<file path="config.mk">
export PLATFORM = sky130hd
export DESIGN_NAME = configurable_state_counter
export DESIGN_NICKNAME = d
export VERILOG_FILES = /design/src/rtl/counter_pkg.sv /design/src/rtl/hex_to_seven_segment.sv /design/src/rtl/configurable_state_counter.sv
export SDC_FILE = /design/constraint.sdc
export NUM_CORES = 1
export LEC_CHECK = 0
export CORE_AREA = 2 2 39 41
export DETAILED_ROUTE_END_ITERATION = 10
export DIE_AREA = 0 0 41 43
export PLACE_DENSITY = 0.72
export SLEW_MARGIN = 40
export SYNTH_ARGS = -nofsm -noshare
export SYNTH_HDL_FRONTEND = slang
export SYNTH_SLANG_ARGS = --single-unit
</file>
<file path="constraint.sdc">
create_clock -name clock -period 3.6 [get_ports clock]
set_clock_uncertainty 0.1 [all_clocks]
set_input_delay 0.9 -clock clock [delete_from_list [all_inputs] [get_ports clock]]
set_output_delay 0.9 -clock clock [all_outputs]
set_load 0.02 [all_outputs]
</file>
<file path="src/rtl/counter_pkg.sv">
// Shared constants for the configurable state counter:
// segment bit positions and the hex glyph table.
package counter_pkg;

    localparam int SEG_A = 0;
    localparam int SEG_B = 1;
    localparam int SEG_C = 2;
    localparam int SEG_D = 3;
    localparam int SEG_E = 4;
    localparam int SEG_F = 5;
    localparam int SEG_G = 6;
    localparam int SEG_W = 7;

    // Active-high glyphs 0-9, A, b, C, d, E, F; bit 0 = segment a.
    localparam logic [SEG_W-1:0] SEG_TABLE [16] = '{
        7'h3F, 7'h06, 7'h5B, 7'h4F,
        7'h66, 7'h6D, 7'h7D, 7'h07,
        7'h7F, 7'h6F, 7'h77, 7'h7C,
        7'h39, 7'h5E, 7'h79, 7'h71
    };

    localparam logic [SEG_W-1:0] SEG_ALL =
        SEG_W'((1 << (SEG_G + 1)) - (1 << SEG_A));

    function automatic logic [SEG_W-1:0] seg_glyph(
        input logic [3:0] digit
    );
        return SEG_TABLE[digit];
    endfunction

endpackage

</file>
<file path="src/rtl/hex_to_seven_segment.sv">
// Hex digit to seven-segment decoder with selectable
// drive polarity.
module hex_to_seven_segment
    import counter_pkg::*;
#(
    parameter bit ACTIVE_LOW = 1'b0
) (
    input  logic [3:0]       i_digit,
    output logic [SEG_W-1:0] o_seg
);

    logic [SEG_W-1:0] w_glyph;

    assign w_glyph = seg_glyph(i_digit);
    assign o_seg   = ACTIVE_LOW ? (w_glyph ^ SEG_ALL) : w_glyph;

endmodule

</file>
<file path="src/rtl/configurable_state_counter.sv">
// Modulo-N up/down counter with load, wrap/saturate modes,
// rollover pulse, limit flag and seven-segment readout.
module configurable_state_counter
    import counter_pkg::*;
#(
    parameter int MODULUS        = 8,
    parameter bit SEG_ACTIVE_LOW = 1'b0,
    localparam int W = (MODULUS > 2) ? $clog2(MODULUS) : 1
) (
    input  logic         clock,
    input  logic         reset,
    input  logic         enable,
    input  logic         up,
    input  logic         wrap,
    input  logic         load,
    input  logic [W-1:0] load_value,
    output logic [W-1:0] count,
    output logic [6:0]   seg,
    output logic         rollover,
    output logic         at_limit
);

    if (MODULUS < 2 || MODULUS > 16) begin : g_bad_modulus
        $error("MODULUS must be within 2..16");
    end

    localparam logic [W-1:0] MAX = W'(MODULUS - 1);

    logic [W-1:0] r_count;
    logic         r_rollover;
    logic [W-1:0] w_next;
    logic         w_next_roll;
    logic         w_at_max;
    logic         w_at_zero;

    assign w_at_max  = (r_count == MAX);
    assign w_at_zero = (r_count == '0);

    always_comb begin
        w_next      = r_count;
        w_next_roll = 1'b0;
        if (load) begin
            // Out-of-range loads clamp to the top state.
            w_next = (load_value > MAX) ? MAX : load_value;
        end else if (enable) begin
            if (up) begin
                if (!w_at_max) begin
                    w_next = r_count + W'(1);
                end else if (wrap) begin
                    w_next      = '0;
                    w_next_roll = 1'b1;
                end
            end else begin
                if (!w_at_zero) begin
                    w_next = r_count - W'(1);
                end else if (wrap) begin
                    w_next      = MAX;
                    w_next_roll = 1'b1;
                end
            end
        end
    end

    always_ff @(posedge clock or posedge reset) begin
        if (reset) begin
            r_count    <= '0;
            r_rollover <= 1'b0;
        end else begin
            r_count    <= w_next;
            r_rollover <= w_next_roll;
        end
    end

    hex_to_seven_segment #(
        .ACTIVE_LOW(SEG_ACTIVE_LOW)
    ) u_dec (
        .i_digit(4'(r_count)),
        .o_seg  (seg)
    );

    assign count    = r_count;
    assign rollover = r_rollover;
    assign at_limit = up ? w_at_max : w_at_zero;

endmodule

</file>
==> impl_metrics.xml <==
<?xml version="1.0" encoding="UTF-8"?>
<metrics>
  <group name="outcome">
    <metric name="outcome" unit="">completed</metric>
  </group>
  <group name="floorplanning">
    <metric name="std_cell_rows" unit="">14</metric>
    <metric name="floorplan.die.height" unit="um">43</metric>
    <metric name="core-area" unit="um^2">1380</metric>
    <metric name="initial_utilization" unit="%">32.4</metric>
    <metric name="die_area" unit="um^2">1760</metric>
    <metric name="floorplan.io_pins" unit="">21</metric>
    <metric name="die-width" unit="um">41</metric>
  </group>
  <group name="global_routing">
    <metric name="grt_use_total" unit="%">12.7</metric>
    <metric name="grt_remaining_overflow" unit="">0</metric>
    <metric name="antenna_found_initial" unit="">0</metric>
    <metric name="pin_count_of_the_biggest_net_entering_global_routing" unit="">13</metric>
    <metric name="vias_in_the_first_global_route" unit="">383</metric>
    <metric name="first_pass_grt_wire_length" unit="um">1510</metric>
  </group>
  <group name="clocking">
    <metric name="tritoncts.num_buffers" unit="">3</metric>
    <metric name="htreeDepth" unit="">1</metric>
    <metric name="ctsResizeCount" unit="">0</metric>
    <metric name="cts_hold_buffers" unit="">0</metric>
    <metric name="clk-insertion-delay-late" unit="ns">0.23</metric>
    <metric name="tritoncts_clock_tree" unit="">done</metric>
    <metric name="cts_num_sinks" unit="">4</metric>
    <metric name="clock_tree.root_cell" unit="">sky130_fd_sc_hd__clkbuf_4</metric>
    <metric name="cts_buffer_depth" unit="">2</metric>
    <metric name="setup_bufs_post_cts" unit="">0</metric>
    <metric name="clk_pin_slew" unit="ns">0.04</metric>
  </group>
  <group name="yosys">
    <metric name="avgSynthCellArea" unit="um^2">8.00</metric>
    <metric name="syn-cell-area" unit="um^2">448</metric>
    <metric name="synth-main-ff-cell" unit="">sky130_fd_sc_hd__dfrtp_1</metric>
    <metric name="synth_seq_cells" unit="">4</metric>
    <metric name="synth.yosys.warnings" unit="">0</metric>
    <metric name="synth_cell_type_count" unit="">23</metric>
    <metric name="synth_enable_flop_cells" unit="">0</metric>
    <metric name="share_of_the_yosys_chip_area_belonging_to_registers" unit="%">22.3</metric>
    <metric name="asyncSetResetFlopFracSynth" unit="%">100</metric>
    <metric name="post_synth_inst_count" unit="">56</metric>
    <metric name="total_nets_after_synthesis" unit="">73</metric>
  </group>
  <group name="setup_path">
    <metric name="startpoint_type" unit="">primary input</metric>
    <metric name="timing.critical_path.required" unit="ns">2.60</metric>
    <metric name="timing.setup.critical_path_class" unit="">in -&gt; out</metric>
    <metric name="critPathArrivalTime" unit="ns">2.37</metric>
    <metric name="path_max_fanout" unit="">4</metric>
    <metric name="critical_path.endpoint_type" unit="">output pin</metric>
  </group>
  <group name="final_layout">
    <metric name="n_fill_cell" unit="">140</metric>
    <metric name="commonest_cells_after_routing_fill_and_taps_aside" unit="">sky130_fd_sc_hd__clkdlybuf4s50_1 (20), sky130_fd_sc_hd__nand2_1 (8), sky130_fd_sc_hd__ha_1 (8)</metric>
    <metric name="final_area" unit="um^2">693</metric>
    <metric name="fin_util" unit="%">50.1</metric>
    <metric name="syn2layout_area_growth" unit="%">54.7</metric>
    <metric name="stdcell_count" unit="">95</metric>
    <metric name="drive_above_1_share" unit="%">10.1</metric>
    <metric name="antenna_cells" unit="">0</metric>
    <metric name="mostFrequentLayoutCell" unit="">sky130_fd_sc_hd__clkdlybuf4s50_1</metric>
    <metric name="finalNetCount" unit="">98</metric>
  </group>
  <group name="placed_design">
    <metric name="place.port_buffers" unit="">20</metric>
    <metric name="dp_cells" unit="">92</metric>
    <metric name="dpl.hpwl" unit="um">792</metric>
    <metric name="routabilityCongestion" unit="">0.692</metric>
    <metric name="dpl_worst_slack" unit="ns">0.238</metric>
    <metric name="dpl-instance-area" unit="um^2">671</metric>
  </group>
  <group name="sta">
    <metric name="unrepaired_setup_endpoints_after_global_routing" unit="">false</metric>
    <metric name="setup_ws" unit="ns">0.230</metric>
    <metric name="worst-slew-pin-transition" unit="ns">0.361</metric>
    <metric name="setup_violation_total_in_the_final_timing_report" unit="">0</metric>
    <metric name="worst_slew_margin_rel" unit="%">75.9</metric>
    <metric name="fin_hold_ws" unit="ns">0.643</metric>
    <metric name="max_freq" unit="MHz">297</metric>
    <metric name="finalHoldViolations" unit="">0</metric>
    <metric name="setup_tns" unit="ns">0</metric>
    <metric name="period_share" unit="%">93.6</metric>
    <metric name="timing.final.max_slew_violations" unit="">0</metric>
    <metric name="finalCriticalPeriod" unit="ns">3.37</metric>
  </group>
  <group name="routing">
    <metric name="remaining_drc_errors" unit="">0</metric>
    <metric name="first_pass_iters" unit="">2</metric>
    <metric name="totalWireLength" unit="um">954</metric>
    <metric name="dr_total_vias" unit="">438</metric>
    <metric name="remaining_antenna_violation_count_after_routing" unit="">0</metric>
    <metric name="post_drt_wl_per_cell" unit="um">10.0</metric>
    <metric name="post_drt_via_cell_ratio" unit="">4.61</metric>
    <metric name="drt-initial-drc-count" unit="">8</metric>
  </group>
  <group name="pwr">
    <metric name="post-layout-total-power" unit="mW">0.275</metric>
    <metric name="worst_voltage_drop_across_the_vdd_grid" unit="mV">0.175</metric>
    <metric name="power_density" unit="nW/um^2">397</metric>
    <metric name="leakage" unit="nW">0.328</metric>
  </group>
  <group name="flow_run">
    <metric name="drv.max_cap_violation_count" unit="">0</metric>
  </group>
  <group name="min_path">
    <metric name="hold_path_class" unit="">reg -&gt; reg</metric>
  </group>
</metrics>
cell usage after synthesis, types with 2 or more instances:
| master | number | share of area, % |
|---|---|---|
| sky130_fd_sc_hd__dfrtp_1 | 4 | 22 |
| sky130_fd_sc_hd__inv_1 | 6 | 5.0 |
| sky130_fd_sc_hd__nand2b_1 | 3 | 4.2 |
| sky130_fd_sc_hd__nor2b_1 | 3 | 4.2 |
| sky130_fd_sc_hd__and2_1 | 2 | 2.8 |
| sky130_fd_sc_hd__a21oi_1 | 4 | 4.5 |
| sky130_fd_sc_hd__o21ai_0 | 2 | 2.2 |
| sky130_fd_sc_hd__nand2_1 | 8 | 6.7 |
| sky130_fd_sc_hd__a31oi_1 | 2 | 2.8 |
| sky130_fd_sc_hd__ha_1 | 8 | 22 |
| sky130_fd_sc_hd__nor3_1 | 2 | 2.2 |
final cells by class:
cell class	count	area, um^2	area share (%)
well taps	16	20.0	2.89
flip-flops and latches	4	100	14.4
inverters	6	22.5	3.25
clock buffers	3	22.5	3.25
repair buffers	21	208	30.0
multi-input cells	45	320	46.2
worst max-delay path: stages:
cell	delay [ns]
sky130_fd_sc_hd__clkdlybuf4s50_1	0.45
sky130_fd_sc_hd__nand2b_1	0.22
sky130_fd_sc_hd__and2_4	0.17
sky130_fd_sc_hd__inv_1	0.05
sky130_fd_sc_hd__clkdlybuf4s50_1	0.59
cell families (layout without fill, tap and decap cells):
logic type / after synthesis / in the layout / share of synthesized area (%)
muxes: 2 / 2 / 4.75
adders and majority gates: 8 / 8 / 22.3
AOI/OAI and AO/OA: 11 / 11 / 14.8
buffers and inverters: 7 / 30 / 6.14
xor gates and xnor gates: 1 / 1 / 1.96
DFF: 4 / 4 / 22.3
and+or+nand+nor: 23 / 23 / 27.7
sequential cells by signal (all words and copies together), names as in the netlist:
register	cells
rollover	1
count	3
final timing paths:
kind	start	cells after the start	slack (ns)	to
max in group asynchronous	reset	2	2.50	rollover
worst min-delay path	count[1]	2	0.64	count[1]
worst max register to register	count[0]	7	1.48	count[0]
worst min register to register	count[1]	2	0.64	count[1]
worst max-delay path	up	5	0.23	at_limit
min in group asynchronous	reset	2	0.75	count[0]
metal layers:
| metal | up-vias | part of all wire, % | global-route usage (%) |
|---|---|---|---|
| met4 | 0 | 0 | 8.00 |
| li1 | 235 | - | - |
| met3 | 0 | 6.0 | 3.14 |
| met5 | - | 0 | 0 |
| met2 | 12 | 52 | 19.7 |
| met1 | 191 | 42 | 14.7 |
power breakdown:
part / switching, mW / internal [mW]
logic: 0.0784 / 0.0803
clock network: 0.0179 / 0.0373
registers: 0.0110 / 0.0504
Power figures use the tool's default switching activity.
==> edit (same settings) <==
The parameter `SEG_ACTIVE_LOW` goes from 1'b0 to 1'b1.
--- a/src/rtl/configurable_state_counter.sv
+++ b/src/rtl/configurable_state_counter.sv
@@ -5,5 +5,5 @@
 #(
     parameter int MODULUS        = 8,
-    parameter bit SEG_ACTIVE_LOW = 1'b0,
+    parameter bit SEG_ACTIVE_LOW = 1'b1,
     localparam int W = (MODULUS > 2) ? $clog2(MODULUS) : 1
 ) (
Function: changed (Yosys sat finds a counterexample within 4 cycles, from zero or initial values and one cycle with reset high).
==> edit against the unedited design <==
Routed wire length down 5.5%; first-iteration DRC count down 88%; worst setup slack better by 0.089 ns; power up 7.2%; sequential power up 3.6%; sequential cell count unchanged; fmax up 2.7%; core utilization up 2.1 points; design area up 4.2%; area after synthesis up 8.7%; sequential share of layout area down 0.58 points; non-clock buffer count unchanged; combinational power up 13%; critical endpoint unchanged; largest cell class unchanged; highest routed layer unchanged.
==> edit: results (changes against the unedited design) <==
metric;value;unit;change
run_status;finished, final reports clean;;
place_congestion;0.753;;+8.8%
irDropWorstVdd;0.000190;V;+8.2%
place_worst_setup_slack;0.311;ns;+0.0733 ns
total_global_route_track_usage;11.4;%;-1.3 points
postCtsResizedCells;0;;unchanged
synth.yosys.seq_area_share;20.6;%;-1.8 points
antenna_violations_before_repair;0;;unchanged
yosysWarnings;0;;unchanged
fillerInstances;139;;-0.71%
cts_buffers;3;;unchanged
clkTransAtPathRegs;0.04;ns;about the same
synth_most_common_cell;sky130_fd_sc_hd__ha_1;;
path_max_fanout;4;;unchanged
htree_levels;1;;unchanged
placed_instance_area;699;um^2;+4.3%
max_slew.worst_pin.slew;0.441;ns;+0.0796 ns
fin_hold_ws;0.681;ns;+0.0378 ns
proportion_of_register_bits_with_asynchronous_set_or_reset_after_synthesis;100;%;unchanged
half_perimeter_wire_length_after_placement;777;um;-1.8%
post_synth_main_area_contributors;sky130_fd_sc_hd__dfrtp_1 21%, sky130_fd_sc_hd__ha_1 21%, sky130_fd_sc_hd__mux2_2 6.9%;;
critPathMaxStageDelay;0.62;ns;+0.03 ns
layout-drive-gt1-share;16.7;%;+6.5 points
critical_path.reg2reg.endpoint;count[0];;
hold_path_depth;2;;unchanged
rr_startpoint;count[0];;
num_antenna_cells;0;;unchanged
distinct_cells_synth;24;;+4.3%
hold_path.startpoint;count[0];;
placed_cells;85;;-7.6%
post_drt_wl_per_cell;10.3;um;+2.1%
holdPathEnd;count[0];;
total_leakage_power;0.344;nW;+4.9%
routed-via-count;421;;-3.9%
drtIter0Drc;1;;-7
postLayoutCoreUtil;52.2;%;+2.1 points
slew_viol_final;0;;unchanged
grt_pass1_vias;356;;-7.0%
insertion_delay;0.23;ns;about the same
num-nets-final;91;;-7.1%
max-clock-path-buffers;2;;unchanged
synth.avg_cell_area;9.73;um^2;+22%
cts_setup_buffers;0;;unchanged
min_path_type;flip-flop to flip-flop;;
drt-pass1-iter-count;2;;unchanged
mappedNetlistNets;67;;-8.2%
pin_count_of_the_biggest_net_entering_global_routing;16;;+3
worst_ep_arrival_time;2.28;ns;-0.09 ns
global_route_wire_length_before_repair;1370;um;-9.6%
final-instance-count-excl-fill;88;;-7.4%
ys.flop_type;sky130_fd_sc_hd__dfrtp_1;;
reg2reg_slack;1.55;ns;+0.07 ns
number_of_flip_flops_under_the_largest_register_name;3;;unchanged
reg2regPathDepth;6;;-1
==> edit: changes by cell type in the layout (fill, tap and decap cells not counted), sizes merged, moves of 2 or more <==
cell,unedited run,this run
nor2,1,3
mux2,1,4
and2,3,1
nand2,8,4
nor3,2,0
a31oi,2,0
nand3,2,0
inv,6,4
==> edit: cells by family (layout without fill, tap and decap cells) <==
group | Yosys count | count (layout) | share of synthesized area, %
adders and majority gates | 8 | 8 | 20.6
and+or+nand+nor | 16 | 16 | 22.4
AOI/OAI and AO/OA | 11 | 11 | 18.3
DFF | 4 | 4 | 20.6
buffers and inverters | 6 | 28 | 6.17
muxes | 5 | 5 | 12.1
==> edit: worst max-delay path by stage <==
stage	from	end	slack, ns	cells past startpoint
floorplan	count[0]	seg[3]	1.08	4
global placement	up	at_limit	0.33	4
detailed placement	up	at_limit	0.31	4
CTS	up	at_limit	0.30	4
finish	up	at_limit	0.32	4
global route	up	at_limit	0.23	4
==> edit: worst max-delay path, delay by kind of cell <==
family / cells / cell delay (ns)
compound gates: 1 / 0.11
buf+inv: 2 / 1.18
simple gates: 1 / 0.09
==> edit: final cells by class <==
| class | count | area share (%) |
|---|---|---|
| Clock buffer | 3 | 3.12 |
| Inverter | 4 | 2.08 |
| Multi-Input combinational cell | 40 | 49.4 |
| Sequential cell | 4 | 13.9 |
| Tap cell | 16 | 2.77 |
| Timing Repair Buffer | 21 | 28.8 |
==> edit: per-layer routing <==
layer	routed length [um]	track usage, %
met1	386	13.4
met2	455	18.8
met3	60	4.71
met4	0	2.00
met5	0	0
==> edit: report_power, final <==
part           switching (mW)  internal [mW]  leakage, nW
clock                  0.0157         0.0371       0.0138
sequential             0.0127         0.0509       0.0486
combinational          0.0847         0.0942        0.282
total                   0.113          0.182        0.344
